File: src/rtl/iso_pkg.sv
// Shared types and constants for the DP lane scrambler: K codes, LFSR taps, FSM states.
package iso_pkg;

    localparam int unsigned SYM_W     = 8;
    localparam int unsigned LFSR_W    = 16;
    localparam int unsigned MON_CNT_W = 23;

    localparam logic [SYM_W-1:0] K_SR = 8'h1C;
    localparam logic [SYM_W-1:0] K_BS = 8'hBC;
    localparam logic [SYM_W-1:0] K_BE = 8'hFB;

    // G(X)=X^16+X^5+X^4+X^3+1: l15 feeds bit 0 via rotate, these bits get the XOR
    localparam logic [LFSR_W-1:0] LFSR_TAPS = 16'h0038;

    typedef enum logic [1:0] {
        BYPASS = 2'd0,
        UNSYNC = 2'd1,
        SYNC   = 2'd2
    } scr_state_e;

    typedef struct packed {
        logic             k;
        logic [SYM_W-1:0] sym;
    } iso_sym_t;

    function automatic logic is_sr(input iso_sym_t s);
        return s.k && (s.sym == K_SR);
    endfunction

endpackage

File: src/rtl/scr_lfsr_step8.sv
// Combinational eight-step Galois LFSR advance, XORing one keystream bit per data bit, LSB first.
module scr_lfsr_step8
    import iso_pkg::*;
(
    input  logic [LFSR_W-1:0] lfsr_in,
    input  logic [SYM_W-1:0]  data_in,
    output logic [LFSR_W-1:0] lfsr_out,
    output logic [SYM_W-1:0]  data_out
);

    logic [LFSR_W-1:0] w_l;

    always_comb begin
        w_l      = lfsr_in;
        data_out = data_in;
        for (int i = 0; i < int'(SYM_W); i++) begin
            data_out[i] = data_in[i] ^ w_l[LFSR_W-1];
            w_l = {w_l[LFSR_W-2:0], w_l[LFSR_W-1]} ^ (w_l[LFSR_W-1] ? LFSR_TAPS : '0);
        end
        lfsr_out = w_l;
    end

endmodule

File: src/rtl/iso_scrambler.sv
// Per-lane DP scrambler: 1-clk registered path, SR-aligned LFSR, BYPASS/UNSYNC/SYNC control.
// Optional SR-period monitor enabled by defining ISO_SCR_SR_MON_EN.
module iso_scrambler
    import iso_pkg::*;
#(
    parameter logic [LFSR_W-1:0] LFSR_SEED  = 16'hFFFF,
    parameter int unsigned       SR_TIMEOUT = 4194304
) (
    input  logic             clk,
    input  logic             rst_n,
    input  logic [SYM_W-1:0] iso_symbols,
    input  logic             iso_control_sym_flag,
    input  logic             scr_en,
    output logic [SYM_W-1:0] scr_symbols,
    output logic             scr_control_sym_flag,
    output logic             scr_synced,
    output logic             sr_period_err
);

    scr_state_e        r_state;
    scr_state_e        w_next_state;
    logic [LFSR_W-1:0] r_lfsr;
    logic [LFSR_W-1:0] w_lfsr_d;
    logic [LFSR_W-1:0] w_lfsr_step;
    logic [SYM_W-1:0]  w_scr_data;
    iso_sym_t          w_in;
    iso_sym_t          w_out_d;
    iso_sym_t          r_out;
    logic              w_is_sr;
    logic              r_synced;

    assign w_in    = {iso_control_sym_flag, iso_symbols};
    assign w_is_sr = is_sr(w_in);

    scr_lfsr_step8 u_step (
        .lfsr_in  (r_lfsr),
        .data_in  (iso_symbols),
        .lfsr_out (w_lfsr_step),
        .data_out (w_scr_data)
    );

    // Next state, next LFSR and next output symbol; disabling always wins
    always_comb begin
        w_next_state = r_state;
        w_lfsr_d     = r_lfsr;
        w_out_d      = w_in;
        case (r_state)
            BYPASS: begin
                w_lfsr_d = LFSR_SEED;
                if (scr_en) w_next_state = UNSYNC;
            end
            UNSYNC: begin
                if (w_is_sr) begin
                    w_next_state = SYNC;
                    w_lfsr_d     = LFSR_SEED;
                end
            end
            SYNC: begin
                if (w_is_sr) begin
                    w_lfsr_d = LFSR_SEED;
                end else begin
                    w_lfsr_d = w_lfsr_step;
                    if (!w_in.k) w_out_d.sym = w_scr_data;
                end
            end
            default: w_next_state = BYPASS;
        endcase
        if (!scr_en) begin
            w_next_state = BYPASS;
            w_lfsr_d     = LFSR_SEED;
            w_out_d      = w_in;
        end
    end

    always_ff @(posedge clk or negedge rst_n) begin
        if (!rst_n) begin
            r_state  <= BYPASS;
            r_lfsr   <= LFSR_SEED;
            r_out    <= '0;
            r_synced <= 1'b0;
        end else begin
            r_state  <= w_next_state;
            r_lfsr   <= w_lfsr_d;
            r_out    <= w_out_d;
            r_synced <= (w_next_state == SYNC);
        end
    end

    assign scr_symbols          = r_out.sym;
    assign scr_control_sym_flag = r_out.k;
    assign scr_synced           = r_synced;

`ifdef ISO_SCR_SR_MON_EN
    localparam logic [MON_CNT_W-1:0] TIMEOUT_CNT = MON_CNT_W'(SR_TIMEOUT);

    logic [MON_CNT_W-1:0] r_sr_cnt;
    logic                 r_sr_err;

    // Counter saturates at the timeout so the sticky flag cannot be missed on wrap
    always_ff @(posedge clk or negedge rst_n) begin
        if (!rst_n) begin
            r_sr_cnt <= '0;
            r_sr_err <= 1'b0;
        end else begin
            if (w_is_sr) begin
                r_sr_cnt <= '0;
            end else if ((r_state == SYNC) && (r_sr_cnt != TIMEOUT_CNT)) begin
                r_sr_cnt <= r_sr_cnt + MON_CNT_W'(1);
            end
            if (r_sr_cnt == TIMEOUT_CNT) r_sr_err <= 1'b1;
        end
    end

    assign sr_period_err = r_sr_err;
`else
    assign sr_period_err = 1'b0 & (SR_TIMEOUT == 0);
`endif

endmodule

File: config.mk
export PLATFORM = sky130hd
export DESIGN_NAME = iso_scrambler
export DESIGN_NICKNAME = d
export VERILOG_FILES = /design/src/rtl/iso_pkg.sv /design/src/rtl/scr_lfsr_step8.sv /design/src/rtl/iso_scrambler.sv
export SDC_FILE = /design/constraint.sdc
export NUM_CORES = 1
export LEC_CHECK = 0
export CAP_MARGIN = 10
export CORE_ASPECT_RATIO = 1.2
export CORE_MARGIN = 1.5
export CORE_UTILIZATION = 57
export DETAILED_ROUTE_END_ITERATION = 16
export GPL_TIMING_DRIVEN = 0
export PLACE_DENSITY_LB_ADDON = 0.15
export SYNTH_ARGS = -nofsm -noshare
export SYNTH_HDL_FRONTEND = slang
export SYNTH_HIERARCHICAL = 1
export SYNTH_SLANG_ARGS = --single-unit
File: constraint.sdc
create_clock -name clk -period 4.1 [get_ports clk]
set_input_delay 0.82 -clock clk [delete_from_list [all_inputs] [get_ports clk]]
set_output_delay 0.82 -clock clk [all_outputs]
set_load 0.01 [all_outputs]
==> metrics.md <==
| Metric | Value |
|---|---|
| Outcome | completed |
| VDD IR-drop max | 0.180 mV |
| Max frequency | 429 MHz |
| CTS clk-pin slew, worst paths | 0.14 ns |
| Pins Over Slew Limit | 0 |
| DR pass1 iterations | 3 |
| Hold depth | 1 |
| Syn Inst Count | 116 |
| Number of routed nets with antenna violations | 0 |
| CTS tree | done |
| # nets final | 158 |
| Post-route clock skew | 0.00778 ns |
| Slew @ Worst Pin | 0.541 ns |
| Worst Setup End Kind | flop |
| Std cell rows | 20 |
| HPWL after DPL | 1.83 mm |
| GRT Util Overall | 18.4% |
| Die ar. | between 0.002 and 0.003 sq mm |
| Critical path class | in -> reg |
| Cell area after synthesis | 0.00150 sq mm |
| Clk buf depth | 2 |
| Period utilization | a little under three fifths |
| Syn Area/Cell | ~13 sq um |
| Final Hold Fails | 0 |
| Residual DRC | 0 |
| Final core utilization | 71.6% |
| Max incr delay on CP | ~0.48 ns |
| Multi-input gate area | 689 sq um |
| Pwr per Cell Area | 259 mW/mm^2 |
| Sequential fraction of the synthesis area | between 40% and 50% |
| Share of layout cells above drive strength 1 | between 30 and 40% |
| Initial antenna violation count | 0 |
| Htree depth | 1 |
| Crit. path cell count | 6 |
| GR Overflow Total | 0 |
| Core ar. | between 0.002 and 0.003 sq mm |
| Worst EP required | 4.37 ns |
| Drt total wl | between 2 and 3 mm |
| Synth Register Bits | 28 |
| Slew HR | 63.8% |
| DR WL/cell | between 10 and 15 um |
| Post-CTS Resized | 0 |
| Largest delay share family, worst path | simple AND/OR/NAND/NOR gates |
| Period minus WS final | 2.33 ns |
| Lkg Pwr | 0.000678 uW |
| Clock sink count | 28 |
| CTS buffer count | 3 |
| Diodes inserted | 0 |
| Most common cell after layout, fill and taps aside | clkdlybuf4s50_1 |
| Vias/cell | 5.31 |
| CP Max Fanout | 10 |
| Worst min path class | reg -> reg |
| Port bufs | 20 |
| Die X | 49.8 um |
| Cell breakdown of the critical path | clkdlybuf4s50_1 -> nor4b_2 -> nand4_2 -> nand2_1 -> buf_2 -> o22a_1 |
| Fillers | 178 |
| Worst skew pair latency | 0.32 ns |
| Final setup vio count | 0 |
| Tot Pwr | 464 uW |
| CP startpoint kind | input pin |
| Chip height | 59.1 um |
| Hold buffer count at CTS | 0 |
| Clk root buf | clkbuf_4 |
| IO Pins | 23 |
| Vias in the first global route | 948 |
| First-pass GRT wire length | approximately 4 mm |
| Vias | 924 |
| RSZ-0062 raised after global routing | no |
| Layout area overhead | 19.7% |
| Max-cap violations | 0 |
| Most frequent cells in the layout | clkdlybuf4s50_1 (20), o22a_1 (16), dfstp_2 (16), xnor2_1 (15) |
| Crit path arrival time | 2.60 ns |
| Yosys warnings | 6 |
| Starting density of the core | 59.8% |
| Slowest cell on crit path | clkdlybuf4s50_1 |
| GP Congestion | 0.817 |
| Post-synthesis net count | 132 |
| Yosys cell types | 26 |
| Setup Buffers After CTS | 0 |
| Storage cell area | around 700 sq um |
| Reg2reg path depth | 7 |
| DRT iter0 DRCs | 18 |
| Setup TNS | 0 ns |
| Largest net degree at the start of global routing | 29 |
| CP Buf/Inv Count | 2 |
==> cell families after synthesis <==
| kind of cell | Yosys count | share of synthesized area [%] |
|---|---|---|
| xor gates and xnor gates | 29 | 18.0 |
| AOI/OAI and AO/OA | 22 | 13.0 |
| muxes | 8 | 6.02 |
| buffers and inverters | 13 | 5.77 |
| adders and majority gates | 4 | 3.34 |
| and+or+nand+nor | 11 | 5.52 |
| DFF | 28 | 48.2 |
| other | 1 | 0.251 |
==> final timing paths <==
kind                            slack (ns)                   start                        to
worst max-delay path                  1.77          iso_symbols[7]    r_lfsr[11]$_DFFE_PN1P_
worst min-delay path                  0.57  r_lfsr[15]$_DFFE_PN1P_    r_lfsr[15]$_DFFE_PN1P_
worst max register to register        2.30    r_state[0]$_DFF_PN0_    r_lfsr[11]$_DFFE_PN1P_
worst min register to register        0.57  r_lfsr[15]$_DFFE_PN1P_    r_lfsr[15]$_DFFE_PN1P_
max in group asynchronous             2.71                   rst_n    r_lfsr[12]$_DFFE_PN1P_
min in group asynchronous             0.84                   rst_n  scr_symbols[1]$_DFF_PN0_
==> cells in the mapped netlist <==
master,count,share of area (%)
a21oi_1,1,0.33
a31oi_4,1,1.4
buf_2,3,1.0
buf_4,7,3.5
buf_6,1,0.75
conb_1,1,0.25
dfrtp_1,12,20
dfstp_2,16,28
ha_1,4,3.3
inv_1,2,0.50
mux2_2,8,6.0
nand2_1,1,0.25
nand3_1,2,0.67
nand3b_1,3,1.5
nand4_2,1,0.84
nor2_1,1,0.25
nor3b_1,2,1.0
nor4b_2,1,1.0
o211a_1,1,0.67
o211ai_1,1,0.50
o21ai_0,1,0.33
o21ai_1,1,0.33
o22a_1,16,9.4
xnor2_1,15,8.8
xor2_1,12,7.0
xor2_2,2,2.2
==> flip-flops by register name, summed over array words and instances (netlist names) <==
register	flops
r_lfsr	16
r_state	2
scr_symbols	8
scr_synced	1
scr_control_sym_flag	1
==> where the power goes <==
group	switching, uW	internal, uW	total [uW]
clock network	76.0	38.0	114
logic	32.1	32.6	64.7
registers	2.70	283	285
total	111	353	464
==> metal layers <==
metal | vias to the layer above | part of all wire (%) | wire [um] | track usage, %
li1 | 449 | - | - | -
met1 | 451 | 46 | 1170 | 22.6
met2 | 20 | 50 | 1270 | 33.1
met3 | 4 | 3.3 | 85 | 2.53
met4 | 0 | 1.1 | 27 | 6.35
met5 | - | 0 | 0 | 0
==> area by class of cell <==
| cell class | instances | share of cell area [%] |
|---|---|---|
| Buffer | 11 | 4.40 |
| Clock buffer | 4 | 1.47 |
| Inverter | 2 | 0.419 |
| Multi-Input combinational cell | 75 | 38.5 |
| Sequential cell | 28 | 40.2 |
| Tap cell | 33 | 2.30 |
| Timing Repair Buffer | 21 | 12.7 |
==> stage by stage <==
stage / hold slack [ns] / cells / setup WS [ns] / area, sq um
floorplan: 0.524 / 116 / 2.20 / 1500
global placement: 0.551 / 169 / 1.45 / 1740
detailed placement: 0.555 / 169 / 1.42 / 1740
CTS: 0.574 / 173 / 1.75 / 1760
global route: 0.590 / 174 / 1.66 / 1790
finish: 0.572 / 174 / 1.77 / 1790
Power figures use the tool's default switching activity.
